==> src/rtl/alu_seq.sv <==
// Handshaked ALU: one operation per valid/ready transaction, registered result and flags.
// Define ALU_SEQ_MUL_EN to build the iterative shift-add multiplier on opcode 111.
module alu_seq #(
  parameter int WIDTH = 8
) (
  input  logic             clk,
  input  logic             rst,
  input  logic             in_valid,
  output logic             in_ready,
  input  logic [WIDTH-1:0] a,
  input  logic [WIDTH-1:0] b,
  input  logic [2:0]       s,
  output logic             out_valid,
  input  logic             out_ready,
  output logic [WIDTH-1:0] y,
  output logic             carry,
  output logic             zero,
  output logic             ovf,
  output logic             ill
);

  localparam logic [1:0] ST_IDLE = 2'd0;
  localparam logic [1:0] ST_DONE = 2'd2;
`ifdef ALU_SEQ_MUL_EN
  localparam logic [1:0] ST_BUSY = 2'd1;
  localparam int         CNT_W   = $clog2(WIDTH + 1);
`endif

  typedef struct packed {
    logic [WIDTH-1:0] y;
    logic             carry;
    logic             ovf;
    logic             ill;
  } res_t;

  // Single-cycle ops; opcode 111 reaching here means no multiplier exists.
  function automatic res_t alu_eval(input logic [WIDTH-1:0] a_v,
                                    input logic [WIDTH-1:0] b_v,
                                    input logic [2:0]       op);
    res_t       r;
    logic [WIDTH:0] ext;
    r   = '0;
    ext = '0;
    case (op)
      3'b000: begin
        ext     = {1'b0, a_v} + {1'b0, b_v};
        r.y     = ext[WIDTH-1:0];
        r.carry = ext[WIDTH];
        r.ovf   = (a_v[WIDTH-1] == b_v[WIDTH-1]) && (ext[WIDTH-1] != a_v[WIDTH-1]);
      end
      3'b001: begin
        ext     = {1'b0, a_v} - {1'b0, b_v};
        r.y     = ext[WIDTH-1:0];
        r.carry = ext[WIDTH];
        r.ovf   = (a_v[WIDTH-1] != b_v[WIDTH-1]) && (ext[WIDTH-1] != a_v[WIDTH-1]);
      end
      3'b010: r.y = a_v & b_v;
      3'b011: r.y = a_v | b_v;
      3'b100: r.y = a_v ^ b_v;
      3'b101: begin
        r.y     = {a_v[WIDTH-2:0], 1'b0};
        r.carry = a_v[WIDTH-1];
      end
      3'b110: begin
        r.y     = {1'b0, a_v[WIDTH-1:1]};
        r.carry = a_v[0];
      end
      default: r.ill = 1'b1;
    endcase
    return r;
  endfunction

  logic [1:0]       state_q, state_d;
  logic [WIDTH-1:0] y_q, y_d;
  logic             carry_q, carry_d;
  logic             zero_q, zero_d;
  logic             ovf_q, ovf_d;
  logic             ill_q, ill_d;
  res_t             res;
`ifdef ALU_SEQ_MUL_EN
  logic [2*WIDTH-1:0] mcand_q, mcand_d;
  logic [2*WIDTH-1:0] acc_q, acc_d;
  logic [2*WIDTH-1:0] acc_step;
  logic [WIDTH-1:0]   mplier_q, mplier_d;
  logic [CNT_W-1:0]   cnt_q, cnt_d;
`endif

  always_comb begin
    res     = alu_eval(a, b, s);
    state_d = state_q;
    y_d     = y_q;
    carry_d = carry_q;
    zero_d  = zero_q;
    ovf_d   = ovf_q;
    ill_d   = ill_q;
`ifdef ALU_SEQ_MUL_EN
    mcand_d  = mcand_q;
    acc_d    = acc_q;
    mplier_d = mplier_q;
    cnt_d    = cnt_q;
    acc_step = mplier_q[0] ? (acc_q + mcand_q) : acc_q;
`endif
    case (state_q)
      ST_IDLE: begin
        if (in_valid) begin
`ifdef ALU_SEQ_MUL_EN
          if (s == 3'b111) begin
            state_d  = ST_BUSY;
            mcand_d  = {{WIDTH{1'b0}}, a};
            mplier_d = b;
            acc_d    = '0;
            cnt_d    = CNT_W'(WIDTH);
          end else
`endif
          begin
            state_d = ST_DONE;
            y_d     = res.y;
            carry_d = res.carry;
            zero_d  = (res.y == '0);
            ovf_d   = res.ovf;
            ill_d   = res.ill;
          end
        end
      end
`ifdef ALU_SEQ_MUL_EN
      // One shift-add step per cycle; the last step publishes the product.
      ST_BUSY: begin
        acc_d    = acc_step;
        mcand_d  = mcand_q << 1;
        mplier_d = mplier_q >> 1;
        cnt_d    = cnt_q - CNT_W'(1);
        if (cnt_q == CNT_W'(1)) begin
          state_d = ST_DONE;
          y_d     = acc_step[WIDTH-1:0];
          carry_d = |acc_step[2*WIDTH-1:WIDTH];
          zero_d  = (acc_step[WIDTH-1:0] == '0);
          ovf_d   = 1'b0;
          ill_d   = 1'b0;
        end
      end
`endif
      ST_DONE: begin
        if (out_ready) state_d = ST_IDLE;
      end
      default: state_d = ST_IDLE;
    endcase
  end

  always_ff @(posedge clk) begin
    if (rst) begin
      state_q <= ST_IDLE;
      y_q     <= '0;
      carry_q <= 1'b0;
      zero_q  <= 1'b0;
      ovf_q   <= 1'b0;
      ill_q   <= 1'b0;
`ifdef ALU_SEQ_MUL_EN
      cnt_q   <= '0;
`endif
    end else begin
      state_q <= state_d;
      y_q     <= y_d;
      carry_q <= carry_d;
      zero_q  <= zero_d;
      ovf_q   <= ovf_d;
      ill_q   <= ill_d;
`ifdef ALU_SEQ_MUL_EN
      cnt_q   <= cnt_d;
`endif
    end
  end

`ifdef ALU_SEQ_MUL_EN
  // Multiplier datapath needs no reset: it is always loaded at accept.
  always_ff @(posedge clk) begin
    mcand_q  <= mcand_d;
    acc_q    <= acc_d;
    mplier_q <= mplier_d;
  end
`endif

  assign in_ready  = (state_q == ST_IDLE);
  assign out_valid = (state_q == ST_DONE);
  assign y         = y_q;
  assign carry     = carry_q;
  assign zero      = zero_q;
  assign ovf       = ovf_q;
  assign ill       = ill_q;

endmodule

==> config.mk <==
export PLATFORM = sky130hd
export DESIGN_NAME = alu_seq
export DESIGN_NICKNAME = d
export VERILOG_FILES = /design/src/rtl/alu_seq.sv
export SDC_FILE = /design/constraint.sdc
export NUM_CORES = 1
export LEC_CHECK = 0
export ABC_CLOCK_PERIOD_IN_PS = 5100
export BUFFER_PORTS_ARGS = -buffer_cell sky130_fd_sc_hd__buf_2
export CAP_MARGIN = 20
export CELL_PAD_IN_SITES_DETAIL_PLACEMENT = 1
export CELL_PAD_IN_SITES_GLOBAL_PLACEMENT = 1
export CORE_ASPECT_RATIO = 1.75
export CORE_MARGIN = 3
export CORE_UTILIZATION = 25
export CTS_CLUSTER_SIZE = 8
export DETAILED_ROUTE_END_ITERATION = 8
export PLACE_DENSITY = 0.64
export SLEW_MARGIN = 20
export SYNTH_ARGS = -nofsm -noshare
export SYNTH_HDL_FRONTEND = slang
export SYNTH_SLANG_ARGS = --single-unit
==> constraint.sdc <==
create_clock -name clk -period 5.1 [get_ports clk]
set_input_delay 0.51 -clock clk [delete_from_list [all_inputs] [get_ports clk]]
set_output_delay 0.51 -clock clk [all_outputs]
set_load 0.02 [all_outputs]
# After elaboration in Yosys (flattened, before gate mapping)
# Cells that the tools add are included.
# word_totals
inputBits	23
regBits	14
latch_bits	0
romBits	0
mem_bits_rw	0
memories	0
output_inout_bits	14
# op_classes
addsub	2
muxes	7
div_mod_pow	0
mul	0
shifts	0
n_eq_ne	13
bitwise_logic	3
order_cmp	0
n_reduce_logical	8
# ops
op	n
$pmux 8 s7	1
$add 8x8->9	1
$eq 3x3->1 const B	3
$sub 8x8->9	1
$and 8x8->8	1
$logic_not 8->1	1
$or 8x8->8	1
$xor 8x8->8	1
$reduce_or 7->1	1
$eq 3x2->1 const B	2
$mux 2	2
$pmux 1 s4	1
$pmux 2 s2	1
$reduce_and 2->1	2
$eq 3x1->1 const B	1
$logic_not 3->1	1
$ne 1x1->1	3
$eq 2x2->1 const B	1
$logic_and 1x1->1	2
$logic_not 2->1	1
$ne 2x1->1 const B	1
$ne 2x2->1 const B	1
$pmux 1 s2	1
$eq 1x1->1	1
$mux 1	1

# Logic depth before layout (Yosys ltp)
# depth
ltp_word	4
depth_mapped	11
mapped_depth_nobuf	11

# Least setup slack after synthesis
# Ideal clock, no wire load.
# synth_path
kind	input to register
from	in b[1]
to	reg zero_q (netlist: zero)
cell_stages	9
t_arrival_ns	2.561
path_slack_ns	2.454
cell_sequence	inv_1 ha_1 a211o_1 a221o_1 nor3_2 nor3_1 or3_1 a211o_1 o31ai_2
# synth_between
elab_chain_len	3
# synth_rtl
element	line	source
start, declared	11	input logic [WIDTH-1:0] b,
$sub 8x8->9 (tied with other cells)	52	ext = {1'b0, a_v} - {1'b0, b_v};
$pmux 8 s7 (*)	44	case (op)
$logic_not 8->1 (*)	119	zero_d = (res.y == '0);
end signal, assigned	164	zero_q <= zero_d;
end, declared	76	logic zero_q, zero_d;
# Mark *: on every way between the ends. The rest lies on a longest branch, timed or not.
# A chain may end at the register's enable or synchronous reset.

# Worst setup path after layout
# layout_path
from	in a[0]
to	reg zero_q (netlist: zero)
# layout_between
elab_chain_len	3
# layout_rtl
element	line	source
start, declared	10	input logic [WIDTH-1:0] a,
$sub 8x8->9 (tied with other cells)	52	
$pmux 8 s7 (*)	44	
$logic_not 8->1 (*)	119	
# Marked as above.

==> out/metrics.yaml <==
clock_network:
  clockBufferDepth: 2
  postCtsSetupBuffers: 0
  tritoncts: "yes"
  cts_hold_buffers: 0
  cts_resized: 0
  clkSinkCount: 13
  cts_inserted_buffers: 3
  clock-root-buffer: "clkbuf_16"
  clk_pin_slew_ns: 0.04
  insertion_delay_ns: 0.24
  htree_levels: 1
power:
  ir_drop_mv: 0.0932
  power.leakage_uw: 0.000988
  power_density_nw_per_um2: 210
  clkPwrFrac: 0.330
  p_sw_uw: 156
  power.share.combinational: 0.412
  internal_power_uw: 283
  seqPwrFrac: 0.258
  netSwitchingFraction: 0.356
drt:
  finalWirelength_um: 5830
  drt-initial-drc-count: 52
  wire_per_inst_um: 16.3
  drc_errors: 0
  dr.pass1.iters: 4
  vias_per_cell: 5.32
  vias: 1904
  antenna_left: 0
floorplanning:
  die_height_um: 118
  num_io_pins: 37
  die_x_um: 70.0
  initial_utilization: 0.259
  rows: 40
  die-area_um2: 8250
  coreArea_um2: 6910
run_status:
  run_status: "completed"
place:
  hpwl_um: 4810
  io_buffers: 36
  gp_congestion: 0.832
  dp_cells: 354
  placed_area_um2: 2010
critical_path:
  reg2reg_depth: 3
  reg2reg_to: "ill"
  endpoint: "zero"
  worstSetupPathType: "input port to flip-flop"
  critical_path_peak_fanout: 4
  r2r_slack_ns: 3.58
  cp-end-kind: "flip-flop"
  required_ns: 5.25
  critPathLaunch: "a[0]"
  r2r_start: "state_q[1]"
  cp-start-kind: "input port"
  cp.arrival_ns: 2.90
sta:
  finalCriticalPeriod_ns: 2.74
  setup_viol_count_final: 0
  slew_headroom: 0.356
  clock_skew_ns: 0.00223
  final_max_slew_viol_count: 0
  rsz0062_at_grt: "no"
  finalCritPeriodShare: 0.538
  worst_hold_slack_ns: 0.453
  hold_viol: 0
  fmax_ghz: 0.364
  tightestPinTransition_ns: 0.965
  tns_ns: 0
global_route:
  antenna_found_initial: 0
  grt_max_degree: 30
  gr-total-overflow: 0
  grt_use_total: 0.140
  grt_pass1_wl_um: 9470
  grt_pass1_vias: 1992
logic_synthesis:
  synth_edf_count: 0
  synth_area_um2: 1790
  synth_top_cell_by_area: "ha_1"
  yosysUniqueCellTypes: 48
  yosysSeqAreaShare: 0.145
  synth_top_area_frac: 0.168
  synthFlopType: "dfxtp_1"
  syn_avg_cell_area_um2: 7.22
  synth-async-reset-ratio: 0
  netlist_instances: 248
  ys_ff_latch: 13
  synthTopCellsByCount: "26 x inv_1, 24 x ha_1, 22 x a21oi_1"
  yosysWarnings: 0
  synthTopCellsByArea: "ha_1 17%, dfxtp_1 15%, a21oi_1 6.1%"
  synthMostInstantiatedCell: "inv_1"
  syn_nets: 297
layout:
  areaGrowthSynthToFinish_pct: 16.9
  stdcell_count: 358
  final_area_um2: 2090
  final_nets: 324
  antennaDiodeCount: 0
  drive_above_1_share: 0.168
  utilization: 0.303
job:
  drv_cap: 0
worst_hold_path:
  hold_path.class: "flip-flop to flip-flop"
  whs_path_depth: 2
## worst max-delay path: stages
cell,delay [ns]
buf_2,0.13
ha_1,0.25
inv_1,0.08
fa_1,0.24
nor2b_1,0.07
o31ai_1,0.52
a21oi_1,0.14
a311o_1,0.35
a21oi_1,0.31
inv_1,0.10
o31ai_2,0.21
## metrics by stage
step	total power, µW	setup slack (ns)
CTS	444	2.37
global placement	294	2.17
finish	439	2.36
floorplan	240	2.45
detailed placement	297	2.13
global route	470	2.15
## layout by cell type, fill, tap and decap left out, types with 2 or more instances in the layout
cell / n
mux2_2: 2
clkbuf_16: 3
mux2i_1: 4
nand2b_1: 5
ha_1: 24
o211ai_1: 3
dfxtp_1: 13
and3_1: 3
a21oi_1: 22
o31ai_1: 2
nand4_1: 2
fa_1: 2
xor2_1: 3
or2b_1: 2
o22ai_1: 6
o21bai_1: 3
a211o_1: 2
xnor2_1: 2
o211a_1: 2
a221oi_1: 3
a221o_1: 2
a22oi_1: 3
o21ai_0: 10
or3_1: 3
nor3_1: 7
a211oi_1: 8
buf_2: 36
inv_1: 26
or2_2: 2
nand3_1: 2
nand2_1: 20
nor2_1: 20
nor2b_1: 7
a31oi_1: 7
## state kept, by name (all words and copies together), names as in the netlist
| name | cells |
|---|---|
| ill | 1 |
| carry | 1 |
| state_q | 1 |
| zero | 1 |
| y | 8 |
| ovf | 1 |
## layer usage
| layer | share of wire | wire length, µm | global-route usage |
|---|---|---|---|
| met1 | 0.39 | 2250 | 0.143 |
| met2 | 0.54 | 3130 | 0.268 |
| met3 | 0.019 | 112 | 0.0128 |
| met4 | 0.058 | 337 | 0.0779 |
| met5 | 0 | 0 | 0 |
## cell families (layout without fill, tap and decap cells)
| logic type | Yosys count | count (layout) | share of synthesized area |
|---|---|---|---|
| multiplexers | 6 | 6 | 0.0349 |
| AND/OR/NAND/NOR | 75 | 75 | 0.203 |
| XOR/XNOR | 5 | 5 | 0.0245 |
| flip-flops | 13 | 13 | 0.145 |
| buffers and inverters | 40 | 66 | 0.0887 |
| AO/OA/AOI/OAI | 83 | 83 | 0.313 |
| adder cells (fa/ha/maj) | 26 | 26 | 0.190 |
## power by group through the flow
stage                     sequential [µW]  combinational, µW  clock [µW]
final                                 113                181         145
after global routing                  114                201         154
after CTS                             113                182         148
after detailed placement              115                181           0
after global placement                115                179           0
after floorplan                       124                116           0
## final cells by class
| class | count | area (µm²) |
|---|---|---|
| clock buffers | 4 | 78.8 |
| fillers | 884 | 4810 |
| inverters | 26 | 97.6 |
| multi-input cells | 195 | 1370 |
| flip-flops and latches | 13 | 260 |
| well taps | 84 | 105 |
| repair buffers | 36 | 180 |
## worst min-delay path by stage
| stage | startpoint | endpoint | slack (ns) |
|---|---|---|---|
| 3_3_place_gp | y[0] | y[0] | 0.45 |
| 5_1_grt | out_ready | state_q[1] | 0.45 |
| 4_1_cts | ovf | ovf | 0.45 |
| 6_report | y[0] | y[0] | 0.45 |
| 3_5_place_dp | ovf | ovf | 0.45 |
| 2_1_floorplan | ill | ill | 0.53 |
No activity file was read; power rests on OpenSTA's default activity.
